--- config.mk ---
export PLATFORM = sky130hd
export DESIGN_NAME = frame_sig_gen
export DESIGN_NICKNAME = d
export VERILOG_FILES = /design/src/rtl/siggen_pkg.sv /design/src/rtl/siggen_lfsr.sv /design/src/rtl/frame_sig_gen.sv
export SDC_FILE = /design/constraint.sdc
export NUM_CORES = 1
export LEC_CHECK = 0
export CAP_MARGIN = 5
export CORE_AREA = 2 2 76 78
export CTS_BUF_LIST = sky130_fd_sc_hd__clkbuf_8
export DETAILED_ROUTE_END_ITERATION = 12
export DIE_AREA = 0 0 78 80
export PLACE_DENSITY = 0.61
export SETUP_SLACK_MARGIN = 0.05
export SYNTH_ARGS = -nofsm -noshare
export SYNTH_HDL_FRONTEND = slang
export SYNTH_SLANG_ARGS = --single-unit
--- constraint.sdc ---
create_clock -name clk -period 2 [get_ports clk]
set_input_delay 0.4 -clock clk [delete_from_list [all_inputs] [get_ports clk]]
set_output_delay 0.4 -clock clk [all_outputs]
set_load 0.02 [all_outputs]
--- src/rtl/siggen_pkg.sv ---
// Shared types and constants for the serial test-frame generator.
package siggen_pkg;

    typedef enum logic [1:0] {
        StIdle,
        StPreamble,
        StSync,
        StPayload
    } state_e;

    // PRBS15 (x^15 + x^14 + 1)
    localparam logic [14:0] Prbs15Taps = 15'h6000;
    localparam logic [14:0] Prbs15Seed = 15'h5555;

    // Counter width covering the longest section; never narrower than 1 bit.
    function automatic int unsigned cnt_width(input int unsigned a, input int unsigned b,
                                              input int unsigned c);
        int unsigned m;
        m = a;
        if (b > m) m = b;
        if (c > m) m = c;
        return (m > 1) ? $clog2(m) : 1;
    endfunction

endpackage

--- src/rtl/siggen_lfsr.sv ---
// Fibonacci LFSR with advance enable and seed load; an all-zero seed is replaced by 1.
module siggen_lfsr
    import siggen_pkg::*;
#(
    parameter int unsigned       Width = 15,
    parameter logic [Width-1:0]  Taps  = Width'(Prbs15Taps),
    parameter logic [Width-1:0]  Seed  = Width'(Prbs15Seed)
) (
    input  logic             clk,
    input  logic             reset,
    input  logic             en,
    input  logic             load,
    output logic [Width-1:0] value,
    output logic [Width-1:0] value_next
);

    localparam logic [Width-1:0] SafeSeed = (Seed == '0) ? Width'(1) : Seed;

    logic [Width-1:0] lfsr_q;

    // Load wins over advance so a reseeded wrap starts the new frame from the seed.
    always_comb begin
        value_next = lfsr_q;
        if (load) begin
            value_next = SafeSeed;
        end else if (en) begin
            value_next = {lfsr_q[Width-2:0], ^(lfsr_q & Taps)};
        end
    end

    always_ff @(posedge clk) begin
        if (reset) begin
            lfsr_q <= SafeSeed;
        end else begin
            lfsr_q <= value_next;
        end
    end

    assign value = lfsr_q;

endmodule

--- src/rtl/frame_sig_gen.sv ---
// Serial frame generator: zero preamble, sync word, PRBS payload on a valid/ready stream.
// Define SIGGEN_ERR_INJECT_EN to add the err_inject payload-bit inversion input.
module frame_sig_gen
    import siggen_pkg::*;
#(
    parameter int unsigned            PREAMBLE_LEN = 160,
    parameter int unsigned            SYNC_LEN     = 8,
    parameter logic [31:0]            SYNC_WORD    = 32'hFF,
    parameter int unsigned            PAYLOAD_LEN  = 2048,
    parameter int unsigned            CAPTURE_LEN  = 8,
    parameter int unsigned            LFSR_WIDTH   = 15,
    parameter logic [LFSR_WIDTH-1:0]  LFSR_TAPS    = LFSR_WIDTH'(Prbs15Taps),
    parameter logic [LFSR_WIDTH-1:0]  LFSR_SEED    = LFSR_WIDTH'(Prbs15Seed)
) (
    input  logic                   clk,
    input  logic                   reset,
    input  logic                   start,
    input  logic                   continuous,
    input  logic                   reseed,
`ifdef SIGGEN_ERR_INJECT_EN
    input  logic                   err_inject,
`endif
    input  logic                   out_ready,
    output logic                   out_valid,
    output logic                   data_out,
    output logic                   busy,
    output logic                   frame_start,
    output logic                   frame_done,
    output logic [CAPTURE_LEN-1:0] first_sequence,
    output logic                   first_seq_valid
);

    localparam int unsigned CntW = cnt_width(PREAMBLE_LEN, SYNC_LEN, PAYLOAD_LEN);

    state_e                 state_q, state_d;
    logic [CntW-1:0]        cnt_q, cnt_d;
    logic                   valid_q, valid_d;
    logic                   data_q, data_d;
    logic                   busy_q;
    logic                   fs_q, fs_d;
    logic                   fd_q, fd_d;
    logic [CAPTURE_LEN-1:0] seq_q, seq_d;
    logic                   seqv_q, seqv_d;

    int unsigned            cnt_int;
    logic                   accept, tx_bit, frame_begin;
    logic                   last_pre, last_sync, last_pay;
    logic                   lfsr_en, lfsr_load;
    logic [LFSR_WIDTH-1:0]  lfsr_value, lfsr_next;

    function automatic logic sync_bit(input int unsigned idx);
        logic [31:0] sh;
        sh = SYNC_WORD >> (SYNC_LEN - 1 - idx);
        return sh[0];
    endfunction

    assign cnt_int   = 32'(cnt_q);
    assign accept    = valid_q & out_ready;
    assign last_pre  = (cnt_int == PREAMBLE_LEN - 1);
    assign last_sync = (cnt_int == SYNC_LEN - 1);
    assign last_pay  = (cnt_int == PAYLOAD_LEN - 1);

    // Kept outside the FSM process so the LFSR next value has no false loop back into it.
    assign lfsr_en     = accept & (state_q == StPayload);
    assign frame_begin = ((state_q == StIdle) & start) | (lfsr_en & last_pay & continuous);
    assign lfsr_load   = frame_begin & reseed;

`ifdef SIGGEN_ERR_INJECT_EN
    assign tx_bit = data_q ^ (err_inject & valid_q & (state_q == StPayload));
`else
    assign tx_bit = data_q;
`endif

    siggen_lfsr #(
        .Width (LFSR_WIDTH),
        .Taps  (LFSR_TAPS),
        .Seed  (LFSR_SEED)
    ) u_lfsr (
        .clk        (clk),
        .reset      (reset),
        .en         (lfsr_en),
        .load       (lfsr_load),
        .value      (lfsr_value),
        .value_next (lfsr_next)
    );

    always_comb begin
        state_d = state_q;
        cnt_d   = cnt_q;
        valid_d = valid_q;
        data_d  = data_q;
        fs_d    = 1'b0;
        fd_d    = 1'b0;
        seq_d   = seq_q;
        seqv_d  = seqv_q;

        unique case (state_q)
            StIdle: begin
                if (start) begin
                    state_d = StPreamble;
                    cnt_d   = '0;
                    valid_d = 1'b1;
                    data_d  = 1'b0;
                end
            end
            StPreamble: begin
                if (accept) begin
                    if (last_pre) begin
                        state_d = StSync;
                        cnt_d   = '0;
                        data_d  = sync_bit(0);
                    end else begin
                        cnt_d  = cnt_q + CntW'(1);
                        data_d = 1'b0;
                    end
                end
            end
            StSync: begin
                if (accept) begin
                    if (last_sync) begin
                        state_d = StPayload;
                        cnt_d   = '0;
                        data_d  = lfsr_value[LFSR_WIDTH-1];
                    end else begin
                        cnt_d  = cnt_q + CntW'(1);
                        data_d = sync_bit(cnt_int + 1);
                    end
                end
            end
            StPayload: begin
                if (accept) begin
                    if (cnt_int < CAPTURE_LEN) begin
                        seq_d = seq_q | (CAPTURE_LEN'(tx_bit) << (CAPTURE_LEN - 1 - cnt_int));
                        if (cnt_int == CAPTURE_LEN - 1) seqv_d = 1'b1;
                    end
                    if (last_pay) begin
                        fd_d   = 1'b1;
                        cnt_d  = '0;
                        data_d = 1'b0;
                        if (continuous) begin
                            state_d = StPreamble;
                        end else begin
                            state_d = StIdle;
                            valid_d = 1'b0;
                        end
                    end else begin
                        cnt_d  = cnt_q + CntW'(1);
                        data_d = lfsr_next[LFSR_WIDTH-1];
                    end
                end
            end
            default: state_d = StIdle;
        endcase

        // A new frame clears the capture even if the last payload bit just wrote it.
        if (frame_begin) begin
            fs_d   = 1'b1;
            seq_d  = '0;
            seqv_d = 1'b0;
        end
    end

    always_ff @(posedge clk) begin
        if (reset) begin
            state_q <= StIdle;
            cnt_q   <= '0;
            valid_q <= 1'b0;
            data_q  <= 1'b0;
            busy_q  <= 1'b0;
            fs_q    <= 1'b0;
            fd_q    <= 1'b0;
            seq_q   <= '0;
            seqv_q  <= 1'b0;
        end else begin
            state_q <= state_d;
            cnt_q   <= cnt_d;
            valid_q <= valid_d;
            data_q  <= data_d;
            busy_q  <= (state_d != StIdle);
            fs_q    <= fs_d;
            fd_q    <= fd_d;
            seq_q   <= seq_d;
            seqv_q  <= seqv_d;
        end
    end

    assign out_valid       = valid_q;
    assign data_out        = tx_bit;
    assign busy            = busy_q;
    assign frame_start     = fs_q;
    assign frame_done      = fd_q;
    assign first_sequence  = seq_q;
    assign first_seq_valid = seqv_q;

endmodule

### Word-level counts from Yosys, hierarchy flattened

Cells that the tools add are included.

| storage, ports and cells | value |
|---|---|
| output and inout bits | 14 |
| input bits | 6 |
| word-level logic and storage cells | 85 |
| bits in registers | 42 |

| cells by class | value |
|---|---|
| shift-type cells | 2 |
| $lt $le $gt $ge | 1 |
| $add $sub $neg | 4 |
| bitwise gates (word level) | 10 |
| reduce and logical (&&, ||, !) cells | 11 |
| equality and inequality tests | 12 |
| mux-type cells | 34 |

Operators with widths:

| kind | number |
|---|---|
| 11-bit 2-to-1 mux | 7 |
| 11-bit one-hot mux with 4 select lines | 1 |
| 1-bit by 32-bit left shift with 8-bit output | 1 |
| 8-bit by 32-bit right shift with 1-bit output (first input constant) | 1 |
| 15-bit 2-to-1 mux | 2 |
| 15-bit parity | 1 |
| 1-bit 2-to-1 mux | 14 |
| 2-bit 2-to-1 mux | 7 |
| 3-bit by 12-bit subtractor with 13-bit output (first input constant) | 1 |
| 11-bit by 1-bit adder with 12-bit output (second input constant) | 1 |
| 2-bit inequality test (second input constant) | 6 |
| 3-bit by 11-bit subtractor with 12-bit output (first input constant) | 1 |
| 11-bit by 1-bit adder with 11-bit output (second input constant) | 1 |
| 11-bit equality test (second input constant) | 1 |
| 11-bit by 3-bit equality test with 1-bit output (second input constant) | 1 |
| 11-bit by 8-bit equality test with 1-bit output (second input constant) | 1 |
| 11-bit by 4-bit < comparator with 1-bit output (second input constant) | 1 |
| 8-bit OR | 1 |
| 2-bit one-hot mux with 4 select lines | 1 |
| 4-bit AND reduction | 2 |
| 1-bit bitwise AND | 6 |
| 5-bit AND reduction | 1 |
| 2-bit equality test (second input constant) | 2 |
| 1-bit one-hot mux with 4 select lines | 1 |
| other kinds (9) | 12 |

### Depth between registers and ports, before layout

| depth | value |
|---|---|
| depth in word-level cells | 10 |
| depth in mapped cells | 9 |
| depth with buffers taken out | 7 |

### By module

From an unflattened synthesis, not the netlist that was laid out.

| unflattened totals | value |
|---|---|
| cell total of the unflattened synthesis | 246 |
| area, all modules | 2098.3 um^2 |

By module, submodules not included:

| module | area each (um^2) | cells each | seq. area each (um^2) | instances |
|---|---|---|---|---|
| frame_sig_gen | 1463.9 | 177 | 540.5 | 1 |
| siggen_lfsr | 634.4 | 69 | 300.3 | 1 |

### Worst setup path after synthesis

Ideal clock, no wire load.

| timing | value |
|---|---|
| path type | flip-flop to flip-flop |
| from | reg cnt_q[3] |
| to | reg seq_q[4], in the netlist first_sequence[4] |
| cell stages (with the launch flop) | 8 |
| clock period less this slack | 1816 ps |
| path slack | 184 ps |
| path buffers | 1 |
| required time | 1942 ps |
| arrival | 1759 ps |
| library setup time | 58 ps |
| cell sequence | dfxtp_1 buf_2 inv_1 ha_1 nor4b_1 nand4_1 nor4b_1 o21a_1 |

| between the ends | value |
|---|---|
| word-level cells in the longest chain between the ends | 5 |
| elaborated cells on any way between the ends | 10 |
| those cells by class | 1 x add/sub; 1 x order compare; 1 x eq/ne; 1 x shift; 4 x bitwise; 2 x reduce/logical |

RTL lines:

| item | line | RTL |
|---|---|---|
| start, declared | frame_sig_gen.sv:36 | `logic [CntW-1:0] cnt_q, cnt_d;` |
| start signal, assigned | frame_sig_gen.sv:176 | `cnt_q <= cnt_d;` |
| parallel branches: the longest is 5 deep, another holds 3-bit by 11-bit subtractor with 12-bit output | n/a |  |
| end signal, assigned | frame_sig_gen.sv:182 | `seq_q <= seq_d;` |
| end, declared | frame_sig_gen.sv:42 | `logic [CAPTURE_LEN-1:0] seq_q, seq_d;` |

Several ways; the timed one is not identified.
A chain may end at the register's enable or synchronous reset.

### Worst setup path after layout

| timing | value |
|---|---|
| from | in out_ready |
| to | reg u_lfsr.lfsr_q[0], in the netlist u_lfsr.value[0] |

| between the ends | value |
|---|---|
| word-level cells in the longest chain between the ends | 7 |

RTL lines:

| item | line | RTL |
|---|---|---|
| start, declared | frame_sig_gen.sv:23 | `input logic out_ready,` |
| 1-bit bitwise AND (*) | frame_sig_gen.sv:58 | `assign accept = valid_q & out_ready;` |
| 1-bit bitwise AND (*) | frame_sig_gen.sv:64 | `assign lfsr_en = accept & (state_q == StPayload);` |
| 1-bit bitwise AND (2 in a row) | frame_sig_gen.sv:65 | `assign frame_begin = ((state_q == StIdle) & start) \| (lfsr_en & last_pay & continuous);` |
| 1-bit OR | frame_sig_gen.sv:65 |  |
| 1-bit bitwise AND | frame_sig_gen.sv:66 | `assign lfsr_load = frame_begin & reseed;` |
| 2-bit OR reduction (no line) | n/a |  |
| end signal, assigned | siggen_lfsr.sv:33 | `lfsr_q <= SafeSeed;` |
| end signal, assigned | siggen_lfsr.sv:35 | `lfsr_q <= value_next;` |
| end, declared | siggen_lfsr.sv:19 | `logic [Width-1:0] lfsr_q;` |

Mark *: on every way between the ends. The rest lies on a longest branch, timed or not.

==> results.md <==
- Die area: roughly 6200 sq um
- GRT Residual Overflow: 0
- Area leader, netlist: dfxtp_1
- Worst-margin pin slew: ~0.47 ns
- Critical path, cell by cell: clkdlybuf4s50_1 -> and2_1 -> and3_4 -> a41o_4 -> a21oi_4 -> o211ai_1
- Fin crit share: 88.6%
- RSZ-0062 raised after global routing: no
- Final ANT Viol Nets: 0
- Async SR Flop Fraction: 0%
- Hold WC Path Type: flop to flop
- Fmax: around 560 MHz
- CORE AREA: about 5400 sq um
- Post-DP HPWL: 3510 um
- Routed WL: ~5000 um
- CP peak stage delay: 0.44 ns
- Critical path capture point type: flop
- Clock Latency Late Sink: around 0.30 ns
- Peak VDD IR: 0.355 mV
- CP top delay family: compound AO/OA/AOI/OAI gates
- CTS tree: done
- Rows: 27
- Register clock-pin slew on the reported worst setup and hold paths: 0.08 ns
- Final slew viol count: 0
- DRC violations left: 0
- Slew HR: 68.8%
- Vias in the first global route: 1755
- Initial Util: 38.7%
- Syn nets: 255
- Total CTS buffers: 5
- H-tree levels: 2
- Leakage: 0.918 nW
- ANT cells: 0
- Skew final: around 0.0035 ns
- Most used DFF post-synth: dfxtp_1
- First-pass GRT wire length: 8650 um
- Element type at the critical path start: input port
- Post-Layout Cell Count: 351
- Final WS setup: 0.228 ns
- Synth top area cells: dfxtp_1 (40%), nand2_1 (8.2%), nand3_1 (3.6%)
- Placer Congestion: 0.855
- CP bufs+invs: 1
- Crit path kind: input port to flop
- Syn Std Cell Area: around 2100 sq um
- Number of antenna violations at the first check in global routing: 0
- Boundary pin count: 20
- Status: finished, final reports clean
- Yosys warnings: 0
- Post-synth EDFFs: 0
- DR pass1 iterations: 4
- Placed instance area: 2470 sq um
- Placed cell count: 343
- Max-Cap Viols: 0
- Via/cell ratio: between 5 and 6
- Post-Syn Area per Cell: 8.54 sq um
- PD cells: ~630 nW/um^2
- Place WS: -0.112 ns
- Layout area overhead: 24.0%
- Slowest-stage cell, CP: clkdlybuf4s50_1
- Design Area, Final: 2600 sq um
- Required time worst endpoint: 2.17 ns
- Die width: 78 um
- Setup TNS: 0 ns
- Yosys reg bits: 42
- CTS root buffer: clkbuf_8
- I/O Buffers: 19
- Commonest non-fill, non-tap cells in the layout: nand2_1 (46), dfxtp_1 (42), buf_4 (21)
- GRT Util Overall: between 10% and 20%
- Largest net degree at the start of global routing: 19
- Register area share after synthesis: roughly two fifths
- Arrival time worst endpoint: 1.95 ns
- Final #Nets: 288
- Die H: 80 um
- Post-synthesis cell type count: 52
- Vias: between 1500 and 2000
- Initial DRC Count: 94
- Clock Path Buffers: 2
- Final setup vio count: 0
- Commonest non-fill, non-tap cell in the layout: nand2_1
- Synthesized netlist cell count: 245
- # clock sinks: between 40 and 50
- Share of cells above drive strength 1: 17.9%
- Yosys top cell area share: 40.2%
- Final Hold Fails: 0
- Crit path time final: roughly 1.8 ns
- Avg WL per Cell: between 10 and 15 um
- Postcts setup bufs: 0
- CP max FO: 8
## worst min-delay path, cell delays in order, from the launching register on
cell and delay, ns:
dfxtp_1 0.32, nand2_1 0.06, a21oi_2 0.05
## routing by layer
metal	vias to the layer above	track usage, %	part of all wire [%]
li1	951	-	-
met1	870	24.6	50
met2	42	26.6	45
met3	2	3.05	4.3
met4	0	6.14	0.48
met5	-	0	0
## synth_stat cells, drive strengths merged, types with 3 or more instances
library cell  count
a21oi            16
a31oi             9
and2              4
and3              5
buf              10
clkbuf            5
dfxtp            42
ha                4
inv               4
mux2i             3
nand2            46
nand3            15
nand4             9
nor2             12
nor3             12
nor4b             3
o211ai            4
o21a              9
o21ai             6
xnor2             3
## through the flow
stage	hold WS, ns	power [mW]	utilization (%)
global route	0.491	1.69	48.0
finish	0.465	1.63	48.0
global placement	0.449	0.976	45.7
CTS	0.467	1.64	47.7
detailed placement	0.453	0.977	45.7
floorplan	0.438	0.931	-
## cell families (layout without fill, tap and decap cells)
group                    count (synthesis)  after routing  share of synthesized area [%]
adder cells (fa/ha/maj)                  4              4                           2.39
XOR/XNOR                                 3              3                           1.26
AO/OA/AOI/OAI                           57             57                           20.6
buffers and inverters                   19             53                           4.60
flip-flops                              42             42                           40.2
multiplexers                             3              3                           1.43
AND/OR/NAND/NOR                        117            117                           29.6
## layout make-up
cell class | count | area [sq um]
fill | 567 | 2810
multi-input combinational | 184 | 1170
sequential | 42 | 841
timing repair buffer | 41 | 368
tap | 72 | 90.1
clock buffer | 5 | 68.8
clock inverter | 3 | 41.3
inverter | 4 | 15.0
## where the power goes
part	leakage (nW)	internal (mW)	switching (mW)
sequential	0.340	0.841	0.00800
clock	0.0556	0.368	0.307
combinational	0.523	0.0480	0.0611
## worst paths after layout
| kind | startpoint | to | slack, ns | depth (start not counted) |
|---|---|---|---|---|
| worst max-delay path | out_ready | u_lfsr.value[0] | 0.23 | 6 |
| worst min-delay path | u_lfsr.value[4] | u_lfsr.value[5] | 0.46 | 2 |
| worst max register to register | cnt_q[0] | u_lfsr.value[9] | 0.23 | 6 |
| worst min register to register | u_lfsr.value[4] | u_lfsr.value[5] | 0.46 | 2 |
## state kept, by name, summed over array words and instances, names as in the netlist
register / flops
u_lfsr.value: 15
cnt_q: 11
first_sequence: 8
state_q: 2
busy: 1
data_out: 1
first_seq_valid: 1
frame_done: 1
frame_start: 1
out_valid: 1
## what timing repair did
| item | 4_1_cts | 5_1_grt |
|---|---|---|
| hold buffers | 0 | 0 |
| gates resized for setup | 0 | 3 |
| endpoints found under the setup margin | 0 | 7 |
(Power assumes the default switching activity.)
